`src/rtl/mem_channel_arbiter_if.sv`:
```
// Consumer-side and memory-side request/response bundle for mem_channel_arbiter.
// Multi-element fields are flattened: element k lives in slice [k*W +: W].
interface mem_channel_arbiter_if #(
    parameter int ADDR_BITS     = 8,
    parameter int DATA_BITS     = 8,
    parameter int NUM_CONSUMERS = 4,
    parameter int NUM_CHANNELS  = 1
);
    logic [NUM_CONSUMERS-1:0]           consumer_read_valid;
    logic [NUM_CONSUMERS*ADDR_BITS-1:0] consumer_read_address;
    logic [NUM_CONSUMERS-1:0]           consumer_read_ready;
    logic [NUM_CONSUMERS*DATA_BITS-1:0] consumer_read_data;
    logic [NUM_CONSUMERS-1:0]           consumer_write_valid;
    logic [NUM_CONSUMERS*ADDR_BITS-1:0] consumer_write_address;
    logic [NUM_CONSUMERS*DATA_BITS-1:0] consumer_write_data;
    logic [NUM_CONSUMERS-1:0]           consumer_write_ready;

    logic [NUM_CHANNELS-1:0]            mem_read_valid;
    logic [NUM_CHANNELS*ADDR_BITS-1:0]  mem_read_address;
    logic [NUM_CHANNELS-1:0]            mem_read_ready;
    logic [NUM_CHANNELS*DATA_BITS-1:0]  mem_read_data;
    logic [NUM_CHANNELS-1:0]            mem_write_valid;
    logic [NUM_CHANNELS*ADDR_BITS-1:0]  mem_write_address;
    logic [NUM_CHANNELS*DATA_BITS-1:0]  mem_write_data;
    logic [NUM_CHANNELS-1:0]            mem_write_ready;

    // Arbiter view
    modport slave (
        input  consumer_read_valid, consumer_read_address,
        input  consumer_write_valid, consumer_write_address, consumer_write_data,
        input  mem_read_ready, mem_read_data, mem_write_ready,
        output consumer_read_ready, consumer_read_data, consumer_write_ready,
        output mem_read_valid, mem_read_address,
        output mem_write_valid, mem_write_address, mem_write_data
    );

    // Environment view: consumers plus memory
    modport master (
        output consumer_read_valid, consumer_read_address,
        output consumer_write_valid, consumer_write_address, consumer_write_data,
        output mem_read_ready, mem_read_data, mem_write_ready,
        input  consumer_read_ready, consumer_read_data, consumer_write_ready,
        input  mem_read_valid, mem_read_address,
        input  mem_write_valid, mem_write_address, mem_write_data
    );
endinterface

```
`src/rtl/mem_channel_arbiter.sv`:
```
// Round-robin sharing of NUM_CHANNELS memory channels among NUM_CONSUMERS requesters.
// Each channel relays one read or write at a time and hands the response back.
module mem_channel_arbiter #(
    parameter int ADDR_BITS     = 8,
    parameter int DATA_BITS     = 8,
    parameter int NUM_CONSUMERS = 4,
    parameter int NUM_CHANNELS  = 1,
    parameter int WRITE_ENABLE  = 1
) (
    input  logic                clk,
    input  logic                reset,
    mem_channel_arbiter_if.slave bus
);
    localparam int CW = (NUM_CONSUMERS > 1) ? $clog2(NUM_CONSUMERS) : 1;

    typedef enum logic [2:0] {
        IDLE, READ_WAITING, WRITE_WAITING, READ_RELAYING, WRITE_RELAYING
    } state_t;

    logic [NUM_CONSUMERS-1:0][ADDR_BITS-1:0] cons_rd_addr, cons_wr_addr;
    logic [NUM_CONSUMERS-1:0][DATA_BITS-1:0] cons_wr_data;
    logic [NUM_CHANNELS-1:0][DATA_BITS-1:0]  mem_rd_data;
    logic [NUM_CONSUMERS-1:0]                cons_wr_vld;

    logic [NUM_CONSUMERS-1:0]                cons_rd_rdy_q, cons_wr_rdy_q;
    logic [NUM_CONSUMERS-1:0][DATA_BITS-1:0] cons_rd_data_q;
    logic [NUM_CHANNELS-1:0]                 mem_rd_vld_q, mem_wr_vld_q;
    logic [NUM_CHANNELS-1:0][ADDR_BITS-1:0]  mem_rd_addr_q, mem_wr_addr_q;
    logic [NUM_CHANNELS-1:0][DATA_BITS-1:0]  mem_wr_data_q;

    state_t                  state     [NUM_CHANNELS];
    state_t                  state_nxt [NUM_CHANNELS];
    logic [CW-1:0]           owner     [NUM_CHANNELS];
    logic [CW-1:0]           rr_ptr    [NUM_CHANNELS];
    logic [CW-1:0]           grant_idx [NUM_CHANNELS];
    logic [NUM_CHANNELS-1:0] grant_vld, grant_rd;
    logic [NUM_CONSUMERS-1:0] claimed;

    assign cons_rd_addr = bus.consumer_read_address;
    assign cons_wr_addr = bus.consumer_write_address;
    assign cons_wr_data = bus.consumer_write_data;
    assign mem_rd_data  = bus.mem_read_data;
    // A read-only instance simply never sees write requests
    assign cons_wr_vld  = (WRITE_ENABLE != 0) ? bus.consumer_write_valid : '0;

    assign bus.consumer_read_ready  = cons_rd_rdy_q;
    assign bus.consumer_read_data   = cons_rd_data_q;
    assign bus.consumer_write_ready = cons_wr_rdy_q;
    assign bus.mem_read_valid       = mem_rd_vld_q;
    assign bus.mem_read_address     = mem_rd_addr_q;
    assign bus.mem_write_valid      = mem_wr_vld_q;
    assign bus.mem_write_address    = mem_wr_addr_q;
    assign bus.mem_write_data       = mem_wr_data_q;

    // Lower channels grant first; their picks are hidden from higher channels.
    always_comb begin
        logic [NUM_CONSUMERS-1:0] taken;
        logic                     found, is_rd;
        logic [CW-1:0]            sel;
        int                       idx;
        taken     = claimed;
        grant_vld = '0;
        grant_rd  = '0;
        idx       = 0;
        for (int c = 0; c < NUM_CHANNELS; c++) begin
            found = 1'b0;
            is_rd = 1'b0;
            sel   = '0;
            if (state[c] == IDLE) begin
                for (int k = 0; k < NUM_CONSUMERS; k++) begin
                    idx = int'(rr_ptr[c]) + k;
                    if (idx >= NUM_CONSUMERS) idx = idx - NUM_CONSUMERS;
                    if (!found && !taken[idx] &&
                        (bus.consumer_read_valid[idx] || cons_wr_vld[idx])) begin
                        found = 1'b1;
                        sel   = CW'(idx);
                        is_rd = bus.consumer_read_valid[idx];
                    end
                end
                if (found) taken[sel] = 1'b1;
            end
            grant_vld[c] = found;
            grant_rd[c]  = is_rd;
            grant_idx[c] = sel;
        end
    end

    always_comb begin
        for (int c = 0; c < NUM_CHANNELS; c++) begin
            state_nxt[c] = state[c];
            case (state[c])
                IDLE:
                    if (grant_vld[c]) state_nxt[c] = grant_rd[c] ? READ_WAITING : WRITE_WAITING;
                READ_WAITING:
                    if (bus.mem_read_ready[c]) state_nxt[c] = READ_RELAYING;
                WRITE_WAITING:
                    if (bus.mem_write_ready[c]) state_nxt[c] = WRITE_RELAYING;
                READ_RELAYING:
                    if (!bus.consumer_read_valid[owner[c]]) state_nxt[c] = IDLE;
                WRITE_RELAYING:
                    if (!cons_wr_vld[owner[c]]) state_nxt[c] = IDLE;
                default:
                    state_nxt[c] = IDLE;
            endcase
        end
    end

    always_ff @(posedge clk) begin
        for (int c = 0; c < NUM_CHANNELS; c++) begin
            if (reset) state[c] <= IDLE;
            else       state[c] <= state_nxt[c];
        end
    end

    always_ff @(posedge clk) begin
        if (reset) begin
            claimed        <= '0;
            cons_rd_rdy_q  <= '0;
            cons_wr_rdy_q  <= '0;
            cons_rd_data_q <= '0;
            mem_rd_vld_q   <= '0;
            mem_wr_vld_q   <= '0;
            mem_rd_addr_q  <= '0;
            mem_wr_addr_q  <= '0;
            mem_wr_data_q  <= '0;
            for (int c = 0; c < NUM_CHANNELS; c++) begin
                rr_ptr[c] <= '0;
                owner[c]  <= '0;
            end
        end else begin
            for (int c = 0; c < NUM_CHANNELS; c++) begin
                case (state[c])
                    IDLE: if (grant_vld[c]) begin
                        claimed[grant_idx[c]] <= 1'b1;
                        owner[c]  <= grant_idx[c];
                        rr_ptr[c] <= (int'(grant_idx[c]) == NUM_CONSUMERS - 1) ? '0
                                                                               : grant_idx[c] + 1'b1;
                        if (grant_rd[c]) begin
                            mem_rd_vld_q[c]  <= 1'b1;
                            mem_rd_addr_q[c] <= cons_rd_addr[grant_idx[c]];
                        end else begin
                            mem_wr_vld_q[c]  <= 1'b1;
                            mem_wr_addr_q[c] <= cons_wr_addr[grant_idx[c]];
                            mem_wr_data_q[c] <= cons_wr_data[grant_idx[c]];
                        end
                    end
                    READ_WAITING: if (bus.mem_read_ready[c]) begin
                        mem_rd_vld_q[c]          <= 1'b0;
                        cons_rd_data_q[owner[c]] <= mem_rd_data[c];
                        cons_rd_rdy_q[owner[c]]  <= 1'b1;
                    end
                    WRITE_WAITING: if (bus.mem_write_ready[c]) begin
                        mem_wr_vld_q[c]         <= 1'b0;
                        cons_wr_rdy_q[owner[c]] <= 1'b1;
                    end
                    READ_RELAYING: if (!bus.consumer_read_valid[owner[c]]) begin
                        cons_rd_rdy_q[owner[c]] <= 1'b0;
                        claimed[owner[c]]       <= 1'b0;
                    end
                    WRITE_RELAYING: if (!cons_wr_vld[owner[c]]) begin
                        cons_wr_rdy_q[owner[c]] <= 1'b0;
                        claimed[owner[c]]       <= 1'b0;
                    end
                    default: ;
                endcase
            end
        end
    end
endmodule

```
`src/flat_wrapper.sv`:
```
// flat-port wrapper written by rule: the top's interface ports become plain ports
module mem_channel_arbiter_flat 
#(
    parameter int ADDR_BITS     = 8,
    parameter int DATA_BITS     = 8,
    parameter int NUM_CONSUMERS = 4,
    parameter int NUM_CHANNELS  = 1,
    parameter int WRITE_ENABLE  = 1
)
  (clk, reset, bus_consumer_read_valid, bus_consumer_read_address, bus_consumer_write_valid, bus_consumer_write_address, bus_consumer_write_data, bus_mem_read_ready, bus_mem_read_data, bus_mem_write_ready, bus_consumer_read_ready, bus_consumer_read_data, bus_consumer_write_ready, bus_mem_read_valid, bus_mem_read_address, bus_mem_write_valid, bus_mem_write_address, bus_mem_write_data);
  mem_channel_arbiter_if #(.ADDR_BITS(ADDR_BITS), .DATA_BITS(DATA_BITS), .NUM_CONSUMERS(NUM_CONSUMERS), .NUM_CHANNELS(NUM_CHANNELS)) bus_i ();
  input  logic clk;
  input  logic reset;
  input wire logic [$bits(bus_i.consumer_read_valid)-1:0] bus_consumer_read_valid;
  input wire logic [$bits(bus_i.consumer_read_address)-1:0] bus_consumer_read_address;
  input wire logic [$bits(bus_i.consumer_write_valid)-1:0] bus_consumer_write_valid;
  input wire logic [$bits(bus_i.consumer_write_address)-1:0] bus_consumer_write_address;
  input wire logic [$bits(bus_i.consumer_write_data)-1:0] bus_consumer_write_data;
  input wire logic [$bits(bus_i.mem_read_ready)-1:0] bus_mem_read_ready;
  input wire logic [$bits(bus_i.mem_read_data)-1:0] bus_mem_read_data;
  input wire logic [$bits(bus_i.mem_write_ready)-1:0] bus_mem_write_ready;
  output wire logic [$bits(bus_i.consumer_read_ready)-1:0] bus_consumer_read_ready;
  output wire logic [$bits(bus_i.consumer_read_data)-1:0] bus_consumer_read_data;
  output wire logic [$bits(bus_i.consumer_write_ready)-1:0] bus_consumer_write_ready;
  output wire logic [$bits(bus_i.mem_read_valid)-1:0] bus_mem_read_valid;
  output wire logic [$bits(bus_i.mem_read_address)-1:0] bus_mem_read_address;
  output wire logic [$bits(bus_i.mem_write_valid)-1:0] bus_mem_write_valid;
  output wire logic [$bits(bus_i.mem_write_address)-1:0] bus_mem_write_address;
  output wire logic [$bits(bus_i.mem_write_data)-1:0] bus_mem_write_data;
  assign bus_i.consumer_read_valid = bus_consumer_read_valid;
  assign bus_i.consumer_read_address = bus_consumer_read_address;
  assign bus_i.consumer_write_valid = bus_consumer_write_valid;
  assign bus_i.consumer_write_address = bus_consumer_write_address;
  assign bus_i.consumer_write_data = bus_consumer_write_data;
  assign bus_i.mem_read_ready = bus_mem_read_ready;
  assign bus_i.mem_read_data = bus_mem_read_data;
  assign bus_i.mem_write_ready = bus_mem_write_ready;
  assign bus_consumer_read_ready = bus_i.consumer_read_ready;
  assign bus_consumer_read_data = bus_i.consumer_read_data;
  assign bus_consumer_write_ready = bus_i.consumer_write_ready;
  assign bus_mem_read_valid = bus_i.mem_read_valid;
  assign bus_mem_read_address = bus_i.mem_read_address;
  assign bus_mem_write_valid = bus_i.mem_write_valid;
  assign bus_mem_write_address = bus_i.mem_write_address;
  assign bus_mem_write_data = bus_i.mem_write_data;
  mem_channel_arbiter #(.ADDR_BITS(ADDR_BITS), .DATA_BITS(DATA_BITS), .NUM_CONSUMERS(NUM_CONSUMERS), .NUM_CHANNELS(NUM_CHANNELS), .WRITE_ENABLE(WRITE_ENABLE)) u_core (.clk(clk), .reset(reset), .bus(bus_i));
endmodule
```
`config.mk`:
```
export PLATFORM = sky130hd
export DESIGN_NAME = mem_channel_arbiter_flat
export DESIGN_NICKNAME = d
export VERILOG_FILES = /design/src/rtl/mem_channel_arbiter_if.sv /design/src/rtl/mem_channel_arbiter.sv /design/src/flat_wrapper.sv
export SDC_FILE = /design/constraint.sdc
export NUM_CORES = 1
export LEC_CHECK = 0
export CORE_ASPECT_RATIO = 0.5
export CORE_MARGIN = 4
export CORE_UTILIZATION = 44
export DETAILED_ROUTE_END_ITERATION = 8
export PLACE_DENSITY_LB_ADDON = 0.3
export SETUP_SLACK_MARGIN = 0.4
export SKIP_CTS_REPAIR_TIMING = 1
export SLEW_MARGIN = 10
export SYNTH_ARGS = -nofsm -noshare
export SYNTH_HDL_FRONTEND = slang
export SYNTH_SLANG_ARGS = --single-unit
```
`constraint.sdc`:
```
create_clock -name clk -period 3.84 [get_ports clk]
set_input_delay 0.768 -clock clk [delete_from_list [all_inputs] [get_ports clk]]
set_output_delay 0.768 -clock clk [all_outputs]
set_load 0.01 [all_outputs]
```
After elaboration in Yosys (flattened, before gate mapping)

Memories as Yosys holds them, arrays and structs flattened.
Cells that the tools add are included.
Widths: inputs -> output; s select.

Bits in registers: 70
Bits in writable memories: 7
Bits of input ports: 116
Logic and storage cells: 210
Memories: 3

Add/sub/neg operators: 8
Magnitude comparators: 12
Eq/ne operators: 12
Multiplexer cells: 118
Bitwise logic cells: 8
Reduce and logical (&&, ||, !) cells: 37

Memory list:

| memory        | depth | width | rd ports | clocked after Yosys merged registers in | wr ports | RTL line                  | RTL |
|---|---|---|---|---|---|---|---|
| u_core.state  | 1     | 3     | 1        | 0                                       | 1        | mem_channel_arbiter.sv:31 | `state_t state [NUM_CHANNELS];` |
| u_core.owner  | 1     | 2     | 1        | 0                                       | 1        | mem_channel_arbiter.sv:33 | `logic [CW-1:0] owner [NUM_CHANNELS];` |
| u_core.rr_ptr | 1     | 2     | 1        | 0                                       | 1        | mem_channel_arbiter.sv:34 | `logic [CW-1:0] rr_ptr [NUM_CHANNELS];` |

Operators with widths:

| operator              | number |
|---|---|
| $mux 32               | 8 |
| $lt 32x4->1 const B   | 4 |
| $ge 32x4->1 const B   | 3 |
| $sub 32x4->32 const B | 3 |
| $mux 1                | 57 |
| $bmux 8 s2            | 3 |
| $bwmux 32             | 1 |
| $mux 8                | 4 |
| $bmux 1 s2            | 14 |
| $mux 4                | 7 |
| $mux 2                | 9 |
| $mux 3                | 6 |
| $demux 8 s2           | 1 |
| $pmux 4 s2            | 2 |
| $pmux 3 s5            | 1 |
| $and 4x4->4           | 3 |
| $or 4x4->4            | 3 |
| $pmux 4 s3            | 1 |
| $reduce_and 3->1      | 4 |
| $reduce_and 4->1      | 3 |
| $ne 2x2->1 const B    | 5 |
| $logic_and 1x1->1     | 9 |
| $reduce_bool 2->1     | 4 |
| $logic_not 1->1       | 7 |
| other kinds (22)      | 33 |

Longest topological paths before layout

Gate-level depths: netlist (run 1).
An unclocked memory read counts as a cell.

Depth in word-level cells: 33
Depth in mapped cells: 13
Depth with buffers taken out: 10

Worst setup path before layout (run 1)

Ideal clock, no wire load.

Path kind: input port to flip-flop
Start point: in bus_consumer_read_valid[3]
End point: mem u_core.rr_ptr[0][1] in the netlist's numbering (data pin)
Data arrival time: 2.674 ns
Data required time: 3.563 ns
Path slack: 0.889 ns
Stages on the path: 7
Buffers on the path: 1
Cells stage by stage: mux4_2 > o21ba_2 > o32a_1 > a21oi_4 > buf_4 > ha_1 > nor4b_1

RTL lines:

| item               | RTL line                  | RTL |
|---|---|---|
| start: declaration | flat_wrapper.sv:14        | `input wire logic [$bits(bus_i.consumer_read_valid)-1:0] bus_consumer_read_valid;` |
| end: declaration   | mem_channel_arbiter.sv:34 |  |

==> results of run 1 <==
-- worst reg2reg max path, stage by stage (launching register included) --
cell and delay [ns]:
edfxtp_1 0.56, buf_4 0.21, mux4_2 0.49, inv_1 0.16, o21ai_2 0.18, a21oi_2 0.27, a2bb2oi_2 0.25, nor2_1 0.15
ha_1 0.29, nor4b_1 0.32
-- how the worst min path moves through the flow --
stage | endpoint | slack [ns]
after global placement | u_core.bus.mem_read_address[3] | 0.46
after floorplan | flop | 0.49
after detailed placement | flop | 0.47
final | flop | 0.47
after global routing | u_core.bus.mem_read_address[4] | 0.51
after CTS | u_core.bus.mem_read_address[6] | 0.47
-- layout by cell type (no fill, tap or decap), drive strengths merged, types with 5 or more instances in the layout --
master and n:
dfxtp 73, a32o 8, mux2i 64, clkbuf 11, nand3 12, clkdlybuf4s50 180, nor2 50, o221ai 23
o211ai 11, nand4 9, inv 21, o21ai 21, or3 5, buf 28, nand3b 17, nand2 14
nand2b 10, a21oi 16, mux4 10, nor3 16
-- through the flow --
| step | utilization (%) | hold WS [ns] | instances |
|---|---|---|---|
| detailed placement | 66.1 | 0.467 | 765 |
| global route | 70.4 | 0.506 | 793 |
| global placement | 66.1 | 0.459 | 765 |
| floorplan | - | 0.493 | 470 |
| CTS | 69.0 | 0.474 | 781 |
| finish | 70.4 | 0.472 | 793 |
-- cells by family after synthesis --
| logic type | count (synthesis) | synth area share, % |
|---|---|---|
| fa+ha+maj | 4 | 1.11 |
| buf+inv | 54 | 5.84 |
| flops | 77 | 35.0 |
| mux | 74 | 19.1 |
| xor+xnor | 1 | 0.194 |
| compound gates | 112 | 20.1 |
| simple gates | 148 | 18.6 |
-- per-layer routing --
metal | track usage [%] | vias up | part of all wire, %
met5 | 0 | - | 0
met4 | 3.53 | 0 | 0.92
met3 | 8.56 | 12 | 10
met2 | 38.7 | 205 | 47
met1 | 29.9 | 2144 | 41
li1 | - | 2163 | -
-- cell type report --
type                            count  area share, %
Multi-Input combinational cell    339           39.4
Timing Repair Buffer              208           29.9
Sequential cell                    77           23.1
Clock buffer                       11           3.54
Tap cell                          135           2.47
Inverter                           18          0.987
Clock inverter                      5          0.603
-- power breakdown --
group	internal [mW]	switching, mW
sequential	1.00	0.171
clock	0.463	0.350
combinational	1.46	1.65
==> results.txt, run 1 <==
WP buf/inv -> 1
Avg Cell Area, Syn -> 9.62 um^2
routed len/inst -> 18.4 um
FF-to-FF End -> u_core.rr_ptr[0][1]
CTS Buffer Depth -> 2
multi-input logic area -> 2700 um^2
Skew-Pair Late Insertion Delay -> 0.33 ns
Final setup viols -> 0
Final Hold Fails -> 0
pin count of the biggest net entering global routing -> 58
CORE AREA -> 9730 um^2
GRT Total Usage -> 23.4%
CTS buffer count -> 9
max_cap viols -> 0
slew margin rel. -> 36.4%
critical path capture point type -> flop
synthesized flop and latch total -> 77
synth warn -> 0
largest cells by area after synthesis -> dfxtp_1, mux2i_1, mux4_2, o221ai_1, nor2_1
startpoint types -> input port
Die Y -> 79.7 um
# IOs -> 182
number of global-route vias before repair -> 4,470
Reg2Reg Depth -> 9
Levels on crit path -> 8
clock root buffer -> clkbuf_16
worst-path maximum fanout -> 7
CTS Sinks -> 77
layout cells sized above 1 -> 12.0%
critical register-to-register path startpoint -> u_core.rr_ptr[0][1]
placed instance area -> 6430 um^2
Post-synth ARST share -> 0%
Final Cell Area -> 6850 um^2
max-slew violation count -> 0
initial core utilization -> 46.5%
static leakage -> 2.63 nW
Syn Nets -> 590
Setup TNS -> 0 ns
Port Buf Inserts -> 181
Die ar. -> 12,100 um^2
Worst-Margin Slew -> 0.949 ns
cell with the most instances after synthesis -> dfxtp_1
synthesis-to-layout area growth -> 51.4%
sequential fraction of the synthesis area -> 35.0%
status -> complete, no violations
DR pass1 iterations -> 5
FF/Latch Area -> 1580 um^2
maximum vdd drop -> 0.392 mV
CP dominant cell by count -> nor2_1
Crit path max-delay family -> simple AND/OR/NAND/NOR gates
initial antenna violation count -> 0
crit path from -> bus_consumer_read_valid[3]
Yosys cell types -> 68
fill count -> 719
period utilization -> 87.7%
crit path time final -> 3.37 ns
top-area cell type share of the netlist area -> 32.3%
Ant. Diodes -> 0
Clock transition at path regs -> 0.06 ns
r2r setup slk -> 0.77 ns
Die X -> 151 um
crit path capture -> u_core.rr_ptr[0][1]
Residual DRC -> 0
routed via count -> 4,524
Power, Total -> 5.10 mW
Final WS setup -> 0.471 ns
Worst path max stage delay -> 0.55 ns
CTS tree -> built
Power Dens Cells -> 744 nW/um^2
worst-path cell chain -> clkdlybuf4s50_1, mux4_2, nor2_1, o21ai_0, a2bb2oi_2, nor2_1, ha_1, nor4b_1
Rows -> 25
top cells by count, synth -> dfxtp_1, mux2i_1, nor2_1
Setup Skew -> 0.00813 ns
Mapped Area -> 4520 um^2
H-tree lvl count -> 3
CP Data Required Time -> 3.90 ns
post-route ant nets -> 0
# nets final -> 773
fmax -> 297 MHz
DPL Wire Length -> 10.6 mm
top_reg_cell synth -> dfxtp_1
RSZ-0062 raised after global routing -> yes
highest-delay cell along the critical path -> mux4_2
worst hold-check path type -> flop to flop
Post-synth EDFFs -> 4
pre-CTS setup slack -> 0.160 ns
Arr. time, crit path -> 3.43 ns
Detailed Route WL -> 14.6 mm
Initial DRC Count -> 384
cells after synthesis -> 470
total gr overflow -> 0
Hold Path Stages -> 2
Setup CP Type -> input port to flop
largest area contributor in the netlist -> dfxtp_1
Via density -> 5.70
first-pass GRT wire length -> 22.6 mm
RePlAce Congestion -> 0.852
(Power assumes the default switching activity.)
==> run 2: changes to the inputs <==
- CORE_ASPECT_RATIO: 0.5 -> 0.9
- PLACE_DENSITY: unset -> 0.85
- PLACE_DENSITY_LB_ADDON: 0.3 -> unset
==> run 2 against run 1 <==
Compared with the run above: sequential cell count stayed put; clock power is 0.7% higher; via count is 1.7% higher; worst setup slack better by 0.12 ns; sequential power hardly changed; sequential share of layout area is 0.42 points higher; register-to-register slack worse by 0.11 ns; critical path depth stayed put; count of clock-buffer cells in the layout is 1 lower; highest routed layer unchanged; first-iteration DRC count is 13% lower; critical path type unchanged; design area is 1.8% lower.
==> results.txt, run 2 (synthesis gave the netlist of run 1 again) <==
CTS buffer count -> 9 (unchanged)
Arr. time, crit path -> 3.43 ns (about the same)
Levels on crit path -> 8 (unchanged)
maximum vdd drop -> 0.530 mV (was 0.392 mV)
critical register-to-register path startpoint -> u_core.rr_ptr[0][0] (was u_core.rr_ptr[0][1])
DR pass1 iterations -> 6 (was 5)
pre-CTS setup slack -> 0.282 ns (was 0.160 ns)
CTS Sinks -> 77 (unchanged)
first-pass GRT wire length -> 22.7 mm (was 22.6 mm)
commonest non-fill, non-tap cell in the layout -> clkdlybuf4s50_1 (unchanged)
r2r setup slk -> 0.66 ns (was 0.77 ns)
worst hold-check path type -> flop to flop (unchanged)
synthesis-to-layout area growth -> 48.7% (was 51.4%)
Clock transition at path regs -> 0.06 ns (about the same)
Port Buf Inserts -> 181 (unchanged)
Final setup viols -> 0 (unchanged)
worst-path cell chain -> clkdlybuf4s50_1, mux4_2, o21bai_1, o21ai_2, o31ai_4, a311oi_4, o21ai_2, o221ai_1 (was clkdlybuf4s50_1, mux4_2, nor2_1, o21ai_0, a2bb2oi_2, nor2_1, ha_1, nor4b_1)
max_cap viols -> 0 (unchanged)
layout cells sized above 1 -> 10.5% (was 12.0%)
Final Hold Fails -> 0 (unchanged)
met1 usage -> 26.8% (was 29.9%)
M3 GR Usage -> 5.29% (was 8.56%)
startpoint types -> input port (unchanged)
pin count of the biggest net entering global routing -> 61 (was 58)
total gr overflow -> 0 (unchanged)
Via density -> 5.97 (was 5.70)
Residual DRC -> 0 (unchanged)
CP dominant cell by count -> o21ai_2 (was nor2_1)
status -> complete, no violations (unchanged)
DPL Wire Length -> 10.8 mm (was 10.6 mm)
CTS Buffer Depth -> 2 (unchanged)
most frequent cells in the layout -> clkdlybuf4s50_1, dfxtp_1, mux2i_1 (unchanged)
Initial DRC Count -> 333 (was 384)
Final WS setup -> 0.590 ns (was 0.471 ns)
post-route ant nets -> 0 (unchanged)
FF-to-FF End -> u_core.bus.mem_write_data[5] (was u_core.rr_ptr[0][1])
Die ar. -> 12,000 um^2 (was 12,100 um^2)
routed via count -> 4,603 (was 4,524)
Setup Skew -> 0.00962 ns (was 0.00813 ns)
critical path capture point type -> flop (unchanged)
Worst path max stage delay -> 0.56 ns (was 0.55 ns)
highest-delay cell along the critical path -> mux4_2 (unchanged)
Die Y -> 104 um (was 79.7 um)
GRT Total Usage -> 22.9% (was 23.4%)
Reg2Reg Depth -> 8 (was 9)
# IOs -> 182 (unchanged)
clock root buffer -> clkbuf_16 (unchanged)
M2 GR Usage -> 40.6% (was 38.7%)
crit path capture -> u_core.bus.mem_write_data[5] (was u_core.rr_ptr[0][1])
Setup TNS -> 0 ns (unchanged)
number of global-route vias before repair -> 4,728 (was 4,470)
Power Dens Cells -> 735 nW/um^2 (was 744 nW/um^2)
RSZ-0062 raised after global routing -> no (was yes)
CORE AREA -> 9870 um^2 (was 9730 um^2)
worst-path maximum fanout -> 16 (was 7)
crit path from -> bus_consumer_read_valid[3] (unchanged)
H-tree lvl count -> 3 (unchanged)
Rows -> 34 (was 25)
static leakage -> 2.55 nW (was 2.63 nW)
period utilization -> 84.6% (was 87.7%)
initial antenna violation count -> 0 (unchanged)
RePlAce Congestion -> 0.912 (was 0.852)
CP Data Required Time -> 4.02 ns (was 3.90 ns)
initial core utilization -> 45.8% (was 46.5%)
Skew-Pair Late Insertion Delay -> 0.34 ns (was 0.33 ns)
Die X -> 115 um (was 151 um)
Setup CP Type -> input port to flop (unchanged)
Crit path max-delay family -> compound AO/OA/AOI/OAI gates (was simple AND/OR/NAND/NOR gates)
CTS tree -> built (unchanged)
fmax -> 308 MHz (was 297 MHz)
routed len/inst -> 18.5 um (was 18.4 um)
crit path time final -> 3.25 ns (was 3.37 ns)
slew margin rel. -> 35.4% (was 36.4%)
# nets final -> 760 (was 773)
Worst-Margin Slew -> 0.963 ns (was 0.949 ns)
WP buf/inv -> 1 (unchanged)
gr busiest metal -> met2 (unchanged)
Detailed Route WL -> 14.3 mm (was 14.6 mm)
Ant. Diodes -> 0 (unchanged)
max-slew violation count -> 0 (unchanged)
## run 2: changes by cell type in the layout (fill, tap and decap cells not counted), sizes merged
cell / delta
clkinvlp: +2
clkinv: -1
buf: -13
clkbuf: -1
## run 2: how the worst min path moves through the flow
stage / from / to / cells after the start
after detailed placement: u_core.bus.mem_read_address[1] / u_core.bus.mem_read_address[1] / 1
after global placement: u_core.bus.mem_read_address[0] / u_core.bus.mem_read_address[0] / 1
after global routing: u_core.bus.mem_read_address[1] / u_core.bus.mem_read_address[1] / 1
after CTS: u_core.bus.mem_read_address[1] / u_core.bus.mem_read_address[1] / 1
final: u_core.bus.mem_read_address[1] / u_core.bus.mem_read_address[1] / 1
after floorplan: flop / flop / 2
## run 2: worst reg2reg max path, stage by stage, from the launching register on
cell and delay, ns:
edfxtp_1 0.50, buf_4 0.23, mux4_2 0.59, nand2b_1 0.18
a32oi_1 0.32, nand3_1 0.29, a311oi_4 0.36, nand3_2 0.34
o221ai_1 0.28
## run 2: layer usage
metal	vias to the layer above	wire length [um]
met5	-	0
met4	0	301
met3	29	992
met2	214	7540
met1	2216	5440
li1	2144	-
## run 2: cell type report
type | instances | area [um^2]
clock buffers | 10 | 239
fillers | 744 | 3140
flip-flops and latches | 77 | 1580
inverters | 18 | 67.6
well taps | 126 | 158
repair buffers | 195 | 1940
clock inverters | 6 | 52.6
multi-input cells | 339 | 2690
## run 2: power by group
part	leakage [nW]	internal (mW)	switching, mW
Combinational	1.78	1.36	1.57
Clock	0.138	0.465	0.354
Sequential	0.638	1.00	0.181
## run 2: through the flow
step	utilization (%)	total power [mW]	cell area [um^2]	hold slack, ns	cells
global route	68.2	5.23	6730	0.483	771
floorplan	-	3.17	4520	0.493	470
CTS	68.0	4.93	6710	0.475	770
detailed placement	65.0	4.09	6420	0.461	754
finish	68.2	4.94	6730	0.473	771
global placement	65.0	3.99	6420	0.450	754
==> run 3: changes to the inputs <==
- CORE_UTILIZATION: 44 -> 40
- PLACE_DENSITY: 0.85 -> 0.82
- clock period: 3.84 -> 2.6 ns (I/O delays scaled with it)
==> run 3 against run 2 <==
Compared with the run above: the flow now finishes with violations (setup timing); non-clock buffer count increased by 64; critical endpoint is now u_core.bus.mem_read_address[3]; design area rose by 16%; worst setup slack got worse by 0.84 ns; highest routed layer is now met5; critical path type is now flop to flop.
==> results.txt, run 3 (synthesis gave the netlist of run 1 again) <==
Setup Skew -> 0.0127 ns (was 0.00962 ns)
non-filler cells, final -> 863 (was 771)
crit path from -> u_core.rr_ptr[0][0] (was bus_consumer_read_valid[3])
# nets final -> 826 (was 760)
placed instance area -> 6880 um^2 (was 6420 um^2)
most frequent cells in the layout -> clkdlybuf4s50_1, dfxtp_1, mux2i_1 (unchanged)
FF-to-FF End -> u_core.bus.mem_read_address[3] (was u_core.bus.mem_write_data[5])
startpoint types -> flop (was input port)
worst-path cell chain -> buf_12, mux4_2, o21ba_4, nor2_4, o211ai_1, a21oi_4, buf_12, clkbuf_16, o221ai_1, a32o_1 (was clkdlybuf4s50_1, mux4_2, o21bai_1, o21ai_2, o31ai_4, a311oi_4, o21ai_2, o221ai_1)
critical path capture point type -> flop (unchanged)
Die ar. -> 13,100 um^2 (was 12,000 um^2)
total gr overflow -> 0 (unchanged)
H-tree lvl count -> 3 (unchanged)
violated checks -> setup timing
# IOs -> 182 (unchanged)
Residual DRC -> 0 (unchanged)
fmax -> 351 MHz
pre-CTS setup slack -> -0.830 ns (was 0.282 ns)
period utilization -> 109%
Power, Total -> 9.58 mW (was 4.94 mW)
Worst-Margin Slew -> 0.802 ns (was 0.963 ns)
RSZ-0062 raised after global routing -> yes (was no)
final core occ -> 71.4% (was 68.2%)
r2r setup slk -> -0.25 ns (was 0.66 ns)
clock root buffer -> clkbuf_16 (unchanged)
status -> finished, violations left (was complete, no violations)
Power Dens Cells -> 1230 nW/um^2 (was 735 nW/um^2)
Port Buf Inserts -> 181 (unchanged)
Detailed Route WL -> 17.1 mm (was 14.3 mm)
Die X -> 120 um (was 115 um)
first-pass GRT wire length -> 23.8 mm (was 22.7 mm)
pin count of the biggest net entering global routing -> 49 (was 61)
Die Y -> 109 um (was 104 um)
fill count -> 747 (was 744)
CTS Buffer Depth -> 2 (unchanged)
Hold Slack -> 0.479 ns (was 0.473 ns)
CTS tree -> built (unchanged)
Rows -> 36 (was 34)
worst-path maximum fanout -> 8 (was 16)
Final WS setup -> -0.247 ns (was 0.590 ns)
RePlAce Congestion -> 0.894 (was 0.912)
CP Data Required Time -> 2.82 ns (was 4.02 ns)
routed via count -> 4,999 (was 4,603)
highest-delay cell along the critical path -> mux4_2 (unchanged)
Ant. Diodes -> 0 (unchanged)
post-route ant nets -> 0 (unchanged)
placed cell count -> 820 (was 754)
maximum vdd drop -> 0.891 mV (was 0.530 mV)
Clock transition at path regs -> 0.07 ns (was 0.06 ns)
Final Cell Area -> 7810 um^2 (was 6730 um^2)
Final Hold Fails -> 0 (unchanged)
worst hold-check path type -> flop to flop (unchanged)
Initial DRC Count -> 375 (was 333)
initial antenna violation count -> 1 (was 0)
slew margin rel. -> 46.4% (was 35.4%)
Setup CP Type -> flop to flop (was input port to flop)
layout cells sized above 1 -> 23.8% (was 10.5%)
CTS Sinks -> 77 (unchanged)
synthesis-to-layout area growth -> 72.7% (was 48.7%)
CP dominant cell by count -> buf_12 (was o21ai_2)
CORE AREA -> 10,900 um^2 (was 9870 um^2)
DPL Wire Length -> 11.6 mm (was 10.8 mm)
Arr. time, crit path -> 3.07 ns (was 3.43 ns)
CTS buffer count -> 9 (unchanged)
routed len/inst -> 19.8 um (was 18.5 um)
initial core utilization -> 41.3% (was 45.8%)
commonest non-fill, non-tap cell in the layout -> clkdlybuf4s50_1 (unchanged)
number of global-route vias before repair -> 4,920 (was 4,728)
Final setup viols -> 37 (was 0)
crit path time final -> 2.85 ns
Hold Path Stages -> 2 (was 1)
Via density -> 5.79 (was 5.97)
max_cap viols -> 0 (unchanged)
critical register-to-register path startpoint -> u_core.rr_ptr[0][0] (unchanged)
Setup TNS -> -5.77 ns (was 0 ns)
GRT Total Usage -> 22.4% (was 22.9%)
Reg2Reg Depth -> 10 (was 8)
max-slew violation count -> 0 (unchanged)
DR pass1 iterations -> 5 (was 6)
static leakage -> 3.07 nW (was 2.55 nW)
Skew-Pair Late Insertion Delay -> 0.34 ns (about the same)
Worst path max stage delay -> 0.56 ns (about the same)
run 3: cell count changes in the layout (fill, tap and decap cells not counted), moves of 4 or more:
| cell | delta |
|---|---|
| mux2i_1 | -6 |
| buf_4 | +45 |
| o21ai_4 | +5 |
| o221ai_1 | -7 |
| dlymetal6s2s_1 | +8 |
| o21ai_2 | -4 |
| buf_12 | +8 |
| mux2i_2 | +4 |
| clkdlybuf4s50_1 | -8 |
| o221ai_2 | +7 |
| buf_6 | +8 |
run 3: how the worst max path moves through the flow:
stage | to | slack [ns] | depth (start not counted)
final | u_core.bus.mem_read_address[3] | -0.25 | 10
after global routing | u_core.claimed[1] | -0.29 | 15
after CTS | u_core.bus.mem_write_data[7] | -0.46 | 8
after detailed placement | u_core.bus.mem_write_data[7] | -0.83 | 8
after global placement | u_core.bus.mem_write_address[7] | -0.60 | 8
after floorplan | u_core.rr_ptr[0][1] | -0.07 | 10
run 3: power by group:
| part | total [mW] | internal, mW | switching, mW |
|---|---|---|---|
| Combinational | 6.58 | 3.32 | 3.26 |
| Clock | 1.27 | 0.688 | 0.587 |
| Sequential | 1.73 | 1.48 | 0.243 |
| Total | 9.58 | 5.49 | 4.09 |
run 3: area by class of cell:
type | instances | area (um^2) | area share, %
tap | 152 | 190 | 2.43
clock inverter | 7 | 81.3 | 1.04
sequential | 77 | 1580 | 20.2
clock buffer | 9 | 225 | 2.88
timing repair buffer | 259 | 2620 | 33.5
inverter | 18 | 70.1 | 0.897
multi-input combinational | 341 | 3040 | 39.0
run 3: per-layer routing:
| layer | global-route usage (%) | routed length (um) | share of wire [%] | up-vias |
|---|---|---|---|---|
| met3 | 6.12 | 1310 | 7.7 | 55 |
| met4 | 6.46 | 432 | 2.5 | 2 |
| met2 | 42.4 | 8960 | 52 | 290 |
| met1 | 24.5 | 6360 | 37 | 2379 |
| li1 | - | - | - | 2273 |
| met5 | 0 | 20 | 0.12 | - |
run 3: critical path: cells and delay by family, from the launching register on:
kind	cells	cell delay, ns
mux	1	0.56
compound gates	5	1.11
flops	1	0.43
simple gates	1	0.14
buf+inv	3	0.49
==> edit 1 (settings of run 1) <==
`ADDR_BITS` is set to 8 in 3 places; all go to 10.
--- a/src/rtl/mem_channel_arbiter_if.sv
+++ b/src/rtl/mem_channel_arbiter_if.sv
@@ -1,7 +1,7 @@
 // Consumer-side and memory-side request/response bundle for mem_channel_arbiter.
 // Multi-element fields are flattened: element k lives in slice [k*W +: W].
 interface mem_channel_arbiter_if #(
-    parameter int ADDR_BITS     = 8,
+    parameter int ADDR_BITS     = 10,
     parameter int DATA_BITS     = 8,
     parameter int NUM_CONSUMERS = 4,
     parameter int NUM_CHANNELS  = 1
--- a/src/rtl/mem_channel_arbiter.sv
+++ b/src/rtl/mem_channel_arbiter.sv
@@ -1,7 +1,7 @@
 // Round-robin sharing of NUM_CHANNELS memory channels among NUM_CONSUMERS requesters.
 // Each channel relays one read or write at a time and hands the response back.
 module mem_channel_arbiter #(
-    parameter int ADDR_BITS     = 8,
+    parameter int ADDR_BITS     = 10,
     parameter int DATA_BITS     = 8,
     parameter int NUM_CONSUMERS = 4,
     parameter int NUM_CHANNELS  = 1,
--- a/src/flat_wrapper.sv
+++ b/src/flat_wrapper.sv
@@ -1,7 +1,7 @@
 // flat-port wrapper written by rule: the top's interface ports become plain ports
 module mem_channel_arbiter_flat 
 #(
-    parameter int ADDR_BITS     = 8,
+    parameter int ADDR_BITS     = 10,
     parameter int DATA_BITS     = 8,
     parameter int NUM_CONSUMERS = 4,
     parameter int NUM_CHANNELS  = 1,
Interface: changed (resized bus_consumer_read_address, bus_consumer_write_address, bus_mem_read_address and bus_mem_write_address); port bits go from 182 to 202. The function was not compared with the original's and may differ.
==> edit 1 against run 1 <==
Setup slack gained 0.044 ns; combinational power is 5% lower; sequential cell count grew 4; cell count rose by 1.9%; global-route usage is 0.43 points higher; routed wire length rose by 1.4%; register-to-register slack worse by 0.07 ns; power is 1.9% lower; area after synthesis decreased by 1.6%; design area increased by 3.3%; first-iteration DRC count down 32%.
==> edit 1: results (changes against run 1) <==
| Metric | Value |
|---|---|
| Critical Path Max Stage Delay | roughly 0.54 ns |
| Via/cell ratio | 5.48 (-4.0%) |
| 1st-iter DRT viols | 261 (-32%) |
| Dpl hpwl | 11.2 mm (+6.1%) |
| Crit-path max FO | 18 (+11) |
| Layout cells sized above 1 | 0.116 (-0.00416) |
| Setup WS pre-CTS | 0.0455 ns (-0.114 ns) |
| Worst hold stages | 2 (unchanged) |
| Vias in the first global route | 4,398 (-1.6%) |
| DRT Pass-1 Iters | 4 (-1) |
| Length of routed met3 wiring | 941 um (-38%) |
| Post-Syn Nets | 600 (+1.7%) |
| Slew headroom | 0.507 (+0.143) |
| Sequential cell area fraction in the yosys report | 0.373 (+0.0238) |
| Crit Reg-Reg Startpoint | u_core.rr_ptr[0][0] |
| Total global-route track usage | 0.238 (+0.00426) |
| Nets | 804 (+4.0%) |
| Clock skew | 0.0100 ns (+0.00190 ns) |
| Leak | 2.93 nW (+11%) |
| M2 GR Usage | 0.416 (+0.0294) |
| Switch Pwr | 1.98 mW (-8.8%) |
| Buffers on Ports | 201 (+11%) |
| Met3 Resource Use GR | 0.0650 (-0.0207) |
| Largest cells by area after synthesis | dfxtp_1 (35%), mux2i_1 (14%), nor2_1 (7.6%) |
| Yosys cell types | 64 (-5.9%) |
| R2r endpoint | u_core.bus.mem_write_data[6] |
| Status | complete, no violations |
| WL met2 | 7.51 mm (+8.9%) |
| Wl on met1 | 5.93 mm (-1.7%) |
| WL per Instance | 18.3 um (-0.47%) |
| FILL cells | 724 (+0.70%) |
| Largest net degree at the start of global routing | 54 (-6.9%) |
| Met1 Usage GRT | 0.284 (-0.0147) |
| CP top delay family | simple AND/OR/NAND/NOR gates |
| RePlAce Congestion | 0.894 (+4.9%) |
| Post-synth EDFFs | 4 (unchanged) |
| VDD IR max | 376 uV (-4.0%) |
| Most frequent cells after synthesis | nor2_1 (90), dfxtp_1 (77), mux2i_1 (63) |
-- edit 1: area by class of cell --
class,count,area share
multi-input combinational,345,0.375
timing repair buffer,223,0.319
clock inverter,7,0.0119
clock buffer,9,0.0318
sequential,81,0.235
inverter,8,0.00424
tap,135,0.0239
-- edit 1: worst max path at each step --
stage	endpoint	slack, ns	cells after the start
6_report	u_core.bus.mem_write_data[6]	0.52	9
3_5_place_dp	u_core.bus.mem_write_address[8]	0.05	10
5_1_grt	u_core.bus.mem_write_address[7]	0.37	11
4_1_cts	u_core.bus.mem_read_address[4]	0.37	9
3_3_place_gp	u_core.bus.mem_read_address[0]	0.11	10
2_1_floorplan	u_core.rr_ptr[0][1]	0.87	10
-- edit 1: kinds of logic (layout without fill, tap and decap cells) --
family | Yosys count | count (layout) | share of synthesized area
AND/OR/NAND/NOR | 155 | 155 | 0.169
adder cells (fa/ha/maj) | 4 | 4 | 0.0112
flip-flops | 81 | 81 | 0.373
multiplexers | 97 | 97 | 0.240
AO/OA/AOI/OAI | 89 | 89 | 0.164
buffers and inverters | 38 | 247 | 0.0422
-- edit 1: per-stage QoR --
step                      power [mW]  std cells  hold WS [ns]  cell area (um^2)
after global placement          3.85        783         0.466              6640
final                           5.00        808         0.480              7070
after global routing            5.31        808         0.506              7070
after CTS                       4.81        799         0.478              6940
after floorplan                 3.03        464         0.475              4450
after detailed placement        3.91        783         0.469              6640
-- edit 1: power by group through the flow --
stage	clock network (mW)	registers (mW)	logic (mW)
3_5_place_dp	0	1.18	2.73
3_3_place_gp	0	1.18	2.67
6_report	0.888	1.15	2.96
2_1_floorplan	0	1.12	1.90
5_1_grt	0.943	1.17	3.19
4_1_cts	0.903	1.16	2.75
==> edit 2 (config.mk and constraints of run 1) <==
Made on the original files. Reset style: asynchronous (`reset`), changed in one clocked block.
--- a/src/rtl/mem_channel_arbiter.sv
+++ b/src/rtl/mem_channel_arbiter.sv
@@ -112,7 +112,7 @@
         end
     end
 
-    always_ff @(posedge clk) begin
+    always_ff @(posedge clk or posedge reset) begin
         if (reset) begin
             claimed        <= '0;
             cons_rd_rdy_q  <= '0;
Check against the original RTL: differs if reset is asserted again (counterexample within 4 cycles, from zero or initial values and one cycle with reset high); with reset held inactive, the same outputs for 4 cycles.
==> edit 2 against run 1 <==
Via count is 1.4% higher; area after synthesis grew 14%; combinational power up 82%; global-route usage decreased by 0.31 points; setup slack improved by 0.10 ns; design area is 9.6% higher; synthesized cell count down 3.0%; sequential cell count stayed put; first-iteration DRC count is 39% lower; highest routed layer unchanged; power up 58%; routed wire length increased by 10%.
==> edit 2: results (changes against run 1) <==
| Metric | Value |
|---|---|
| Crit-path max FO | 12 (+5) |
| Seq group | 1.53 mW (+30%) |
| Status | complete, no violations |
| VDD IR max | 841 uV (+110%) |
| Worst EP arrival | 3.47 ns (+0.04 ns) |
| Clock group | 0.845 mW (+3.9%) |
| Vias in the first global route | 4,754 (+6.4%) |
| Vias | 4,589 (+1.4%) |
| R2R Setup Slk | 0.65 ns (-0.12 ns) |
| Sequential cell area fraction in the yosys report | 0.372 (+0.0227) |
| Via/cell ratio | 5.75 (+0.80%) |
| Total global-route track usage | 0.231 (-0.00312) |
| Largest cells by area after synthesis | dfrtp_1 (36%), mux2_2 (14%), a221oi_2 (5.8%) |
| Final wirelength | 16.0 mm (+10%) |
| Setup WS pre-CTS | 0.00992 ns (-0.150 ns) |
| First-pass GRT wire length | 25.1 mm (+11%) |
| Largest net degree at the start of global routing | 66 (+14%) |
| Most frequent cells after synthesis | dfrtp_1 (74), mux2_2 (64), nand2_1 (32) |
| Area of placed instances | 0.00714 mm^2 (+11%) |
| Sw frac | 0.441 (+0.0159) |
| Post-Syn Nets | 576 (-2.4%) |
| Total power draw | 8.03 mW (+58%) |
| Crit Reg-Reg Startpoint | u_core.rr_ptr[1] |
| Yosys cell types | 52 (-24%) |
| FFs w/ async S/R, synth | 0.961 (+0.961) |
| Leak | 3.04 nW (+16%) |
| CP top delay family | compound AO/OA/AOI/OAI gates |
| Mapped Avg Cell Area | 11.3 um^2 (+17%) |
| R2r endpoint | u_core.bus.mem_write_data[6] |
| Layout cells sized above 1 | 0.246 (+0.126) |
| DP Cell Count | 780 (+2.0%) |
==> edit 2: cell types whose count changed after synthesis, sizes merged, moves of 25 or more <==
cell,run 1,this run
dfrtp,0,74
dfxtp,73,3
mux2,0,65
mux2i,64,5
nor2,50,6
a22o,0,28
a211oi,2,28
and2,0,25
==> edit 2: worst max path at each step <==
stage / startpoint / endpoint / slack, ns
final: bus_consumer_write_valid[0] / u_core.bus.mem_write_data[4] / 0.58
after global routing: bus_consumer_write_valid[2] / u_core.bus.mem_write_address[7] / 0.46
after CTS: bus_consumer_read_valid[2] / u_core.rr_ptr[1] / 0.34
after detailed placement: bus_consumer_read_valid[2] / u_core.rr_ptr[1] / 0.01
after global placement: bus_consumer_read_valid[1] / u_core.rr_ptr[1] / 0.13
after floorplan: bus_consumer_read_valid[1] / u_core.rr_ptr[1] / 0.75
==> edit 2: kinds of logic (layout without fill, tap and decap cells) <==
group                      count (synthesis)  after routing  share of synthesized area
AOI/OAI and AO/OA                        153            153                      0.261
xor gates and xnor gates                   1              1                    0.00171
adders and majority gates                  4              4                    0.00975
buffers and inverters                     45            228                     0.0534
DFF                                       77             77                      0.372
muxes                                     82             82                      0.206
and+or+nand+nor                           94             94                     0.0965
==> edit 2: routing by layer <==
layer | part of all wire | global-route usage | vias up
li1 | - | - | 2128
met1 | 0.43 | 0.294 | 2273
met2 | 0.49 | 0.388 | 156
met3 | 0.059 | 0.0603 | 32
met4 | 0.024 | 0.0720 | 0
met5 | 0 | 0 | -
==> edit 2: final cells by class <==
| class | instances | area, um^2 |
|---|---|---|
| fill | 873 | 3680 |
| multi-input combinational | 334 | 2970 |
| clock inverter | 5 | 60.1 |
| sequential | 77 | 1910 |
| timing repair buffer | 205 | 2100 |
| clock buffer | 10 | 229 |
| inverter | 8 | 32.5 |
| tap | 159 | 199 |
